==> src/rtl/board_reset_seq.sv <==
// Board reset/boot sequencer: power-on hold, debounced push-button reset,
// minimum-width release hold and optional watchdog re-reset for the SoC.
module board_reset_seq #(
  parameter int unsigned DEBOUNCE_CYCLES = 250000,
  parameter int unsigned POR_CYCLES      = 65536,
  parameter int unsigned HOLD_CYCLES     = 16,
  parameter int unsigned WDT_CYCLES      = 0
) (
  input  logic       clk_25mhz,
  input  logic       reset_n,
  input  logic       btn_raw,
  input  logic       wd_kick,
  output logic       soc_reset,
  output logic [1:0] status,
  output logic       wdt_fired,
  output logic [7:0] reset_count
);

  localparam int unsigned CW = 24;
  localparam logic [CW-1:0] DEB_LAST  = CW'(DEBOUNCE_CYCLES - 1);
  localparam logic [CW-1:0] POR_LAST  = CW'(POR_CYCLES - 1);
  localparam logic [CW-1:0] HOLD_LAST = CW'(HOLD_CYCLES - 1);
  localparam logic [CW-1:0] WDT_LAST  = CW'(WDT_CYCLES - 1);
  localparam bit            WDT_EN    = (WDT_CYCLES != 0);

  typedef enum logic [1:0] {
    ST_POR  = 2'd0,
    ST_RUN  = 2'd1,
    ST_BTN  = 2'd2,
    ST_HOLD = 2'd3
  } state_t;

  state_t          state;
  logic            btn_meta;
  logic            btn_sync;
  logic            btn_stable;
  logic [CW-1:0]   db_cnt;
  logic [CW-1:0]   cnt;
  logic [CW-1:0]   wdt_cnt;

  assign status = state;

  // Synchronizer and debouncer: a level change is accepted after
  // DEBOUNCE_CYCLES consecutive mismatching samples.
  always_ff @(posedge clk_25mhz or negedge reset_n) begin
    if (!reset_n) begin
      btn_meta   <= 1'b0;
      btn_sync   <= 1'b0;
      btn_stable <= 1'b0;
      db_cnt     <= '0;
    end else begin
      btn_meta <= btn_raw;
      btn_sync <= btn_meta;
      if (btn_sync == btn_stable) begin
        db_cnt <= '0;
      end else if (db_cnt == DEB_LAST) begin
        btn_stable <= ~btn_stable;
        db_cnt     <= '0;
      end else begin
        db_cnt <= db_cnt + CW'(1);
      end
    end
  end

  // Sequencer: soc_reset is registered alongside the state so it is low only in RUN.
  always_ff @(posedge clk_25mhz or negedge reset_n) begin
    if (!reset_n) begin
      state       <= ST_POR;
      soc_reset   <= 1'b1;
      cnt         <= '0;
      wdt_cnt     <= '0;
      wdt_fired   <= 1'b0;
      reset_count <= '0;
    end else begin
      case (state)
        ST_POR: begin
          wdt_cnt <= '0;
          if (cnt == POR_LAST) begin
            cnt <= '0;
            if (btn_stable) begin
              state <= ST_BTN;
            end else begin
              state     <= ST_RUN;
              soc_reset <= 1'b0;
            end
          end else begin
            cnt <= cnt + CW'(1);
          end
        end
        ST_RUN: begin
          if (btn_stable) begin
            state     <= ST_BTN;
            soc_reset <= 1'b1;
            cnt       <= '0;
            wdt_cnt   <= '0;
            if (reset_count != 8'hFF) reset_count <= reset_count + 8'd1;
          end else if (WDT_EN) begin
            // A kick in the terminal cycle wins over the timeout.
            if (wd_kick) begin
              wdt_cnt <= '0;
            end else if (wdt_cnt == WDT_LAST) begin
              state     <= ST_HOLD;
              soc_reset <= 1'b1;
              wdt_fired <= 1'b1;
              wdt_cnt   <= '0;
              cnt       <= '0;
            end else begin
              wdt_cnt <= wdt_cnt + CW'(1);
            end
          end
        end
        ST_BTN: begin
          wdt_cnt <= '0;
          if (!btn_stable) begin
            state <= ST_HOLD;
            cnt   <= '0;
          end
        end
        ST_HOLD: begin
          wdt_cnt <= '0;
          if (btn_stable) begin
            state <= ST_BTN;
            cnt   <= '0;
          end else if (cnt == HOLD_LAST) begin
            state     <= ST_RUN;
            soc_reset <= 1'b0;
            cnt       <= '0;
          end else begin
            cnt <= cnt + CW'(1);
          end
        end
        default: begin
          state     <= ST_POR;
          soc_reset <= 1'b1;
          cnt       <= '0;
          wdt_cnt   <= '0;
        end
      endcase
    end
  end

endmodule

==> config.mk <==
export PLATFORM = sky130hd
export DESIGN_NAME = board_reset_seq
export DESIGN_NICKNAME = d
export VERILOG_FILES = /design/src/rtl/board_reset_seq.sv
export SDC_FILE = /design/constraint.sdc
export NUM_CORES = 1
export LEC_CHECK = 0
export CAP_MARGIN = 20
export CORE_AREA = 4 4 102 104
export DETAILED_ROUTE_END_ITERATION = 8
export DIE_AREA = 0 0 106 108
export PLACE_DENSITY_LB_ADDON = 0.25
export SLEW_MARGIN = 10
export SYNTH_ARGS = -nofsm -noshare
export SYNTH_HDL_FRONTEND = slang
export SYNTH_SLANG_ARGS = --single-unit
==> constraint.sdc <==
create_clock -name clk_25mhz -period 3.3 [get_ports clk_25mhz]
set_input_delay 0.495 -clock clk_25mhz [delete_from_list [all_inputs] [get_ports clk_25mhz]]
set_output_delay 0.495 -clock clk_25mhz [all_outputs]
set_load 0.005 [all_outputs]
==> out/qor.yml, run 1 <==
finish:
  post_route_cells_drive_above_1_share_pct: 13.20
  total_nets_final: 347
  stdcell_area_sq_um: 3710
  antenna_cells_inserted: 0
  areaGrowthSynthToFinish_pct: 14.39
synthesis:
  synth.area.mux_share_pct: 2.276
  synth_cells: 315
  syn-cell-area_sq_um: 3243
  synth_xor_area_share_pct: 12.96
  synth_top_cells_by_area: "sky130_fd_sc_hd__dfrtp_1 (47%), sky130_fd_sc_hd__xor2_1 (9.2%), sky130_fd_sc_hd__nor2_1 (5.6%)"
  yosys.area_share.adder_pct: 2.701
  syn-mean-instance-area_sq_um: 10.30
  synth_edf_count: 0
  area_share_of_and_or_nand_nor_cells_after_synthesis_pct: 26.77
  synth.top_cell.area_share_pct: 47.07
  synth_cell_type_count: 51
  synth_seq_area_share_pct: 47.88
  syn_nets: 326
  synth_area_leader_cell: "sky130_fd_sc_hd__dfrtp_1"
  synth_flop_cell: "sky130_fd_sc_hd__dfrtp_1"
  postSynthRegisterBits: 62
  synthesis.yosys.warnings: 1
  post_synthesis_compound_gate_area_fraction_pct: 4.784
  ys_async_sr_fraction_pct: 100.0
  synth_top_family_by_area: "simple AND/OR/NAND/NOR gates"
floorplanning:
  fp.dieH_um: 108
  rows: 36
  chipWidth_um: 106
  core_area_sq_um: 9549
  floorplan.initialDensity_pct: 33.96
  floorplan.die_area_sq_um: 11450
  design.portCount: 16
critical_path:
  worst_setup_path_start_kind: "register"
  cp_data_required_time_ns: 3.52
  r2r-start: "cnt[20]$_DFFE_PN0P_"
  r2r_slack_ns: 0.91
  crit_type: "reg -> reg"
  worst_ep_arrival_time_ns: 2.60
  worst-path-max-fanout: 12
  r2r.worst_path.cells: 6
  endpoint_kind: "register"
  r2r-end: "cnt[21]$_DFFE_PN0P_"
grt:
  largest_net_degree_at_the_start_of_global_routing: 25
  grt_first_pass_wirelength_um: 10460
  gr-usage-all-layers_pct: 11.31
  first_global_vias: 2247
  globalRoute.totalOverflow: 0
  grt_antenna_before_repair: 0
pwr:
  power.leakage_nw: 1.632
  design_power_total_mw: 1.465
  vdd_ir_drop_max_v: 0.0002219
  powerDensity_nw_per_um2: 394.8
cts:
  cts_resized: 0
  cts_hold_repair.buffers: 0
  clkLatencyLatePin_ns: 0.33
  root_buffer: "sky130_fd_sc_hd__clkbuf_8"
  cts_tree: "built"
  clock-sinks: 62
  cts-root-to-sink-buffers: 2
  cts.clk_slew.worst_paths_ns: 0.07
  numCtsBuffers: 9
  cts-htree-levels: 3
  setup_bufs_post_cts: 0
place:
  final_wtd_congestion: 0.7413
  dpl_worst_slack_ns: 0.8959
  placed_cell_area_sq_um: 3510
  detailed_place_hpwl_um: 4130
  port_buffers: 13
drt:
  dr_vias_cell: 4.762
  detailroute.via_count: 2257
  detail_route.drc_violations: 0
  drtPass1Iterations: 6
  final_routed_wire_length_divided_by_cell_count_um: 12.27
  detail-route-antenna-nets: 0
  total_length_of_routed_wires_um: 5814
  first_iter_violations: 68
timing:
  worstMarginPinSlew_ns: 0.8872
  post-route-min-period_ns: 2.385
  setup-tns-final_ns: 0
  clock_skew_ns: 0.008427
  fin_crit_sh_pct: 72.28
  maximum_clock_frequency_mhz: 419.2
  unrepaired_setup_endpoints_after_global_routing: "false"
  final_setup_violation_count: 0
  report.final.slew_viol_count: 0
  worst_slack_ns: 0.9147
  hold_viol: 0
  timing.hold.ws_ns: 0.1325
  slew-limit-headroom_pct: 40.31
job:
  drv_cap: 0
run_status:
  outcome: "finished clean"
worst_hold_path:
  worstHoldPathType: "in -> async"
## cells in the final DEF (no fill, tap or decap), drive strengths merged, types with 7 or more instances in the layout
master         count
nor3               9
nor4               8
and3               7
o21ai              8
nand2             21
nand3             20
clkbuf            11
xor2              34
inv                7
nor2              54
xnor2             14
nand4             22
ha                 7
dfrtp             61
clkdlybuf4s50     12
## where the power goes
group	switching [mW]	total (mW)	internal, mW
Combinational	0.0220	0.0289	0.00690
Clock	0.299	0.668	0.369
Sequential	0.00330	0.767	0.764
## registers in the layout (all words and copies together) (netlist names)
register     count
cnt             24
db_cnt          24
reset_count      8
status           2
btn_meta         1
btn_stable       1
btn_sync         1
soc_reset        1
## area by class of cell
class / instances / area, sq um
multi-input combinational: 239 / 1609
clock buffer: 11 / 141.4
timing repair buffer: 17 / 155.1
clock inverter: 5 / 58.81
sequential: 62 / 1553
tap: 133 / 166.4
inverter: 7 / 26.28
fill: 994 / 5839
## critical path, cell delays in order (launching register included)
cell and delay, ns:
sky130_fd_sc_hd__dfrtp_1 0.41, sky130_fd_sc_hd__or4_4 0.55, sky130_fd_sc_hd__or2_0 0.25, sky130_fd_sc_hd__o211a_1 0.29
sky130_fd_sc_hd__nor3_4 0.41, sky130_fd_sc_hd__buf_4 0.29, sky130_fd_sc_hd__nor2_1 0.07
## through the flow
stage,utilization [%],cells
4_1_cts,38.85,474
5_1_grt,38.85,474
6_report,38.85,474
2_1_floorplan,-,315
3_5_place_dp,36.75,458
3_3_place_gp,36.75,458
## synthesized netlist by cell type (all sizes together), types with 5 or more instances
cell type  instances
nand4             22
nor2              54
ha                 7
nand3             20
nor3               9
buf                6
xor2              34
nor4               8
mux2               5
nand2             21
o21ai              8
dfrtp             61
xnor2             14
inv                7
and3               7
## routing by layer
| layer | GRT usage (%) | up-vias | share of wire (%) |
|---|---|---|---|
| met2 | 17.58 | 23 | 48 |
| met4 | 3.423 | 0 | 1.2 |
| met1 | 15.14 | 1098 | 49 |
| met3 | 3.642 | 8 | 2.7 |
| li1 | - | 1128 | - |
| met5 | 0 | - | 0 |
## how the worst max path moves through the flow
| stage | startpoint | to | slack [ns] | cells past startpoint |
|---|---|---|---|---|
| 2_1_floorplan | cnt[20]$_DFFE_PN0P_ | soc_reset$_DFFE_PN1P_ | 1.36 | 5 |
| 3_3_place_gp | cnt[20]$_DFFE_PN0P_ | cnt[22]$_DFFE_PN0P_ | 0.92 | 6 |
| 3_5_place_dp | cnt[20]$_DFFE_PN0P_ | cnt[21]$_DFFE_PN0P_ | 0.90 | 6 |
| 4_1_cts | cnt[20]$_DFFE_PN0P_ | cnt[10]$_DFFE_PN0P_ | 0.88 | 6 |
| 5_1_grt | cnt[0]$_DFFE_PN0P_ | cnt[20]$_DFFE_PN0P_ | 0.70 | 7 |
| 6_report | cnt[20]$_DFFE_PN0P_ | cnt[21]$_DFFE_PN0P_ | 0.91 | 6 |
## kinds of logic (layout without fill, tap and decap cells)
family	after synthesis	count (layout)
simple gates	159	159
flops	62	62
xor+xnor	48	48
compound gates	18	18
buf+inv	14	40
fa+ha+maj	7	7
mux	6	6
other cells	1	1
Power figures use the tool's default switching activity.
==> run 2: changes to the inputs <==
clock period = 2 ns   (was 3.3 ns; I/O delays follow)
==> out/qor.yml, run 2 (synthesis results as in run 1) <==
drt:
  detail_route.drc_violations: 0  # unchanged
  dr_vias_cell: 4.639  # -2.6%
  detailroute.via_count: 2352  # +4.2%
  first_iter_violations: 76  # +12%
  detail-route-antenna-nets: 0  # unchanged
  final_routed_wire_length_divided_by_cell_count_um: 12.58  # +2.5%
  drtPass1Iterations: 4  # -2
  total_length_of_routed_wires_um: 6376  # +9.7%
floorplanning:
  floorplan.initialDensity_pct: 33.96  # unchanged
  rows: 36  # unchanged
  floorplan.die_area_sq_um: 11450  # unchanged
  fp.dieH_um: 108  # unchanged
  design.portCount: 16  # unchanged
  chipWidth_um: 106  # unchanged
  core_area_sq_um: 9549  # unchanged
critical_path:
  crit_type: "reg -> reg"
  endpoint_kind: "register"
  worst_ep_arrival_time_ns: 2.30  # -0.30 ns
  cp_data_required_time_ns: 2.24  # -1.28 ns
  r2r.worst_path.cells: 6  # unchanged
  worst_setup_path_start_kind: "register"
  worst-path-max-fanout: 8  # -4
timing:
  timing.hold.ws_ns: 0.3533  # +0.2208 ns
  report.final.slew_viol_count: 0  # unchanged
  final_setup_violation_count: 22  # +22
  setup-tns-final_ns: -1.040  # -1.040 ns
  maximum_clock_frequency_mhz: 485.5  # +16%
  fin_crit_sh_pct: 103.0  # +31 points
  worst_slack_ns: -0.05973  # -0.9744 ns
  post-route-min-period_ns: 2.060  # -0.3256 ns
  clock_skew_ns: 0.006763  # -0.001664 ns
  unrepaired_setup_endpoints_after_global_routing: "true"
  hold_viol: 0  # unchanged
job:
  drv_cap: 0  # unchanged
pwr:
  powerDensity_nw_per_um2: 660.0  # +67%
  vdd_ir_drop_max_v: 0.0004430  # +100%
  design_power_total_mw: 2.683  # +83%
  power.leakage_nw: 1.824  # +12%
run_status:
  violations: "negative setup slack"
  outcome: "finished, violations left"
finish:
  areaGrowthSynthToFinish_pct: 25.35
  number_of_filler_instances_in_the_final_layout: 950  # -4.4%
  final_core_utilization_pct: 42.57  # +3.7 points
  layout_top_registers: "cnt x24, db_cnt x24, reset_count x8"
  post_route_cells_drive_above_1_share_pct: 22.46  # +9.3 points
  total_nets_final: 380  # +9.5%
  layout_common_cells: "sky130_fd_sc_hd__dfrtp_1 (61), sky130_fd_sc_hd__nor2_1 (44), sky130_fd_sc_hd__xor2_1 (34)"
  antenna_cells_inserted: 0  # unchanged
  leading_cell_type_in_the_layout_fill_and_taps_excluded: "sky130_fd_sc_hd__dfrtp_1"
grt:
  grt_first_pass_wirelength_um: 11140  # +6.5%
  gr-usage-all-layers_pct: 11.99  # +0.68 points
  largest_net_degree_at_the_start_of_global_routing: 35  # +40%
  globalRoute.totalOverflow: 0  # unchanged
  grt_antenna_before_repair: 0  # unchanged
  first_global_vias: 2352  # +4.7%
cts:
  cts_tree: "built"
  cts-htree-levels: 3  # unchanged
  clock-sinks: 62  # unchanged
  cts-root-to-sink-buffers: 2  # unchanged
  clkLatencyLatePin_ns: 0.35  # +0.02 ns
  numCtsBuffers: 9  # unchanged
  root_buffer: "sky130_fd_sc_hd__clkbuf_8"
  cts.clk_slew.worst_paths_ns: 0.07  # about the same
place:
  detailed_place_hpwl_um: 4457  # +7.9%
  port_buffers: 13  # unchanged
  final_wtd_congestion: 0.7430  # +0.23%
worst_hold_path:
  hold_depth: 0
  worstHoldPathType: "reg -> reg"
[run 2: cell type report]
cell class | count | area, sq um | share of cell area, %
timing repair buffer | 50 | 441.7 | 10.86
sequential | 62 | 1553 | 38.20
multi-input combinational | 239 | 1634 | 40.20
clock inverter | 7 | 120.1 | 2.955
clock buffer | 9 | 123.9 | 3.047
inverter | 7 | 26.28 | 0.6464
tap | 133 | 166.4 | 4.094
[run 2: worst max-delay path, stage by stage (launching register included)]
cell and delay (ns):
sky130_fd_sc_hd__dfrtp_1 0.39, sky130_fd_sc_hd__or4_4 0.56, sky130_fd_sc_hd__or2_4 0.25, sky130_fd_sc_hd__o211a_4 0.25, sky130_fd_sc_hd__nor3_4 0.27, sky130_fd_sc_hd__buf_6 0.18
sky130_fd_sc_hd__nor2_1 0.05
[run 2: metrics by stage]
| stage | std cells | setup WS (ns) | instance area (sq um) |
|---|---|---|---|
| floorplan | 315 | 0.06361 | 3243 |
| global placement | 486 | -0.01945 | 3745 |
| detailed placement | 486 | -0.02392 | 3745 |
| CTS | 503 | -0.02066 | 3999 |
| global route | 507 | -0.1391 | 4065 |
| finish | 507 | -0.05973 | 4065 |
[run 2: timing repair]
action | 4_1_cts | 5_1_grt
resized for setup | 1 | 11
hold buffers | 1 | 0
endpoints found under the setup margin | 8 | 26
buffers inserted | 0 | 4
pin swaps | 0 | 11
endpoints found under the hold margin | 18 | 0
[run 2: worst paths after layout]
| path | startpoint | end | slack, ns |
|---|---|---|---|
| hold reg to reg | btn_meta$_DFF_PN0_ | btn_sync$_DFF_PN0_ | 0.35 |
| max in group asynchronous | reset_n | soc_reset$_DFFE_PN1P_ | 0.94 |
| setup / recovery | cnt[16]$_DFFE_PN0P_ | cnt[18]$_DFFE_PN0P_ | -0.06 |
| hold / removal | btn_meta$_DFF_PN0_ | btn_sync$_DFF_PN0_ | 0.35 |
| min in group asynchronous | reset_n | cnt[11]$_DFFE_PN0P_ | 0.44 |
| setup reg to reg | cnt[16]$_DFFE_PN0P_ | cnt[18]$_DFFE_PN0P_ | -0.06 |
[run 2: power by group]
group          leakage (nW)  switching, mW  total [mW]  internal [mW]
Clock                 0.120          0.527        1.36          0.833
Combinational         0.862         0.0386      0.0567         0.0180
Sequential            0.841        0.00573        1.27           1.26
[run 2: layer usage]
layer	share of wire (%)	up-vias	track usage (%)
met4	1.4	0	4.255
met1	49	1127	15.27
met5	0	-	0
met3	2.5	8	3.642
li1	-	1198	-
met2	47	19	19.44
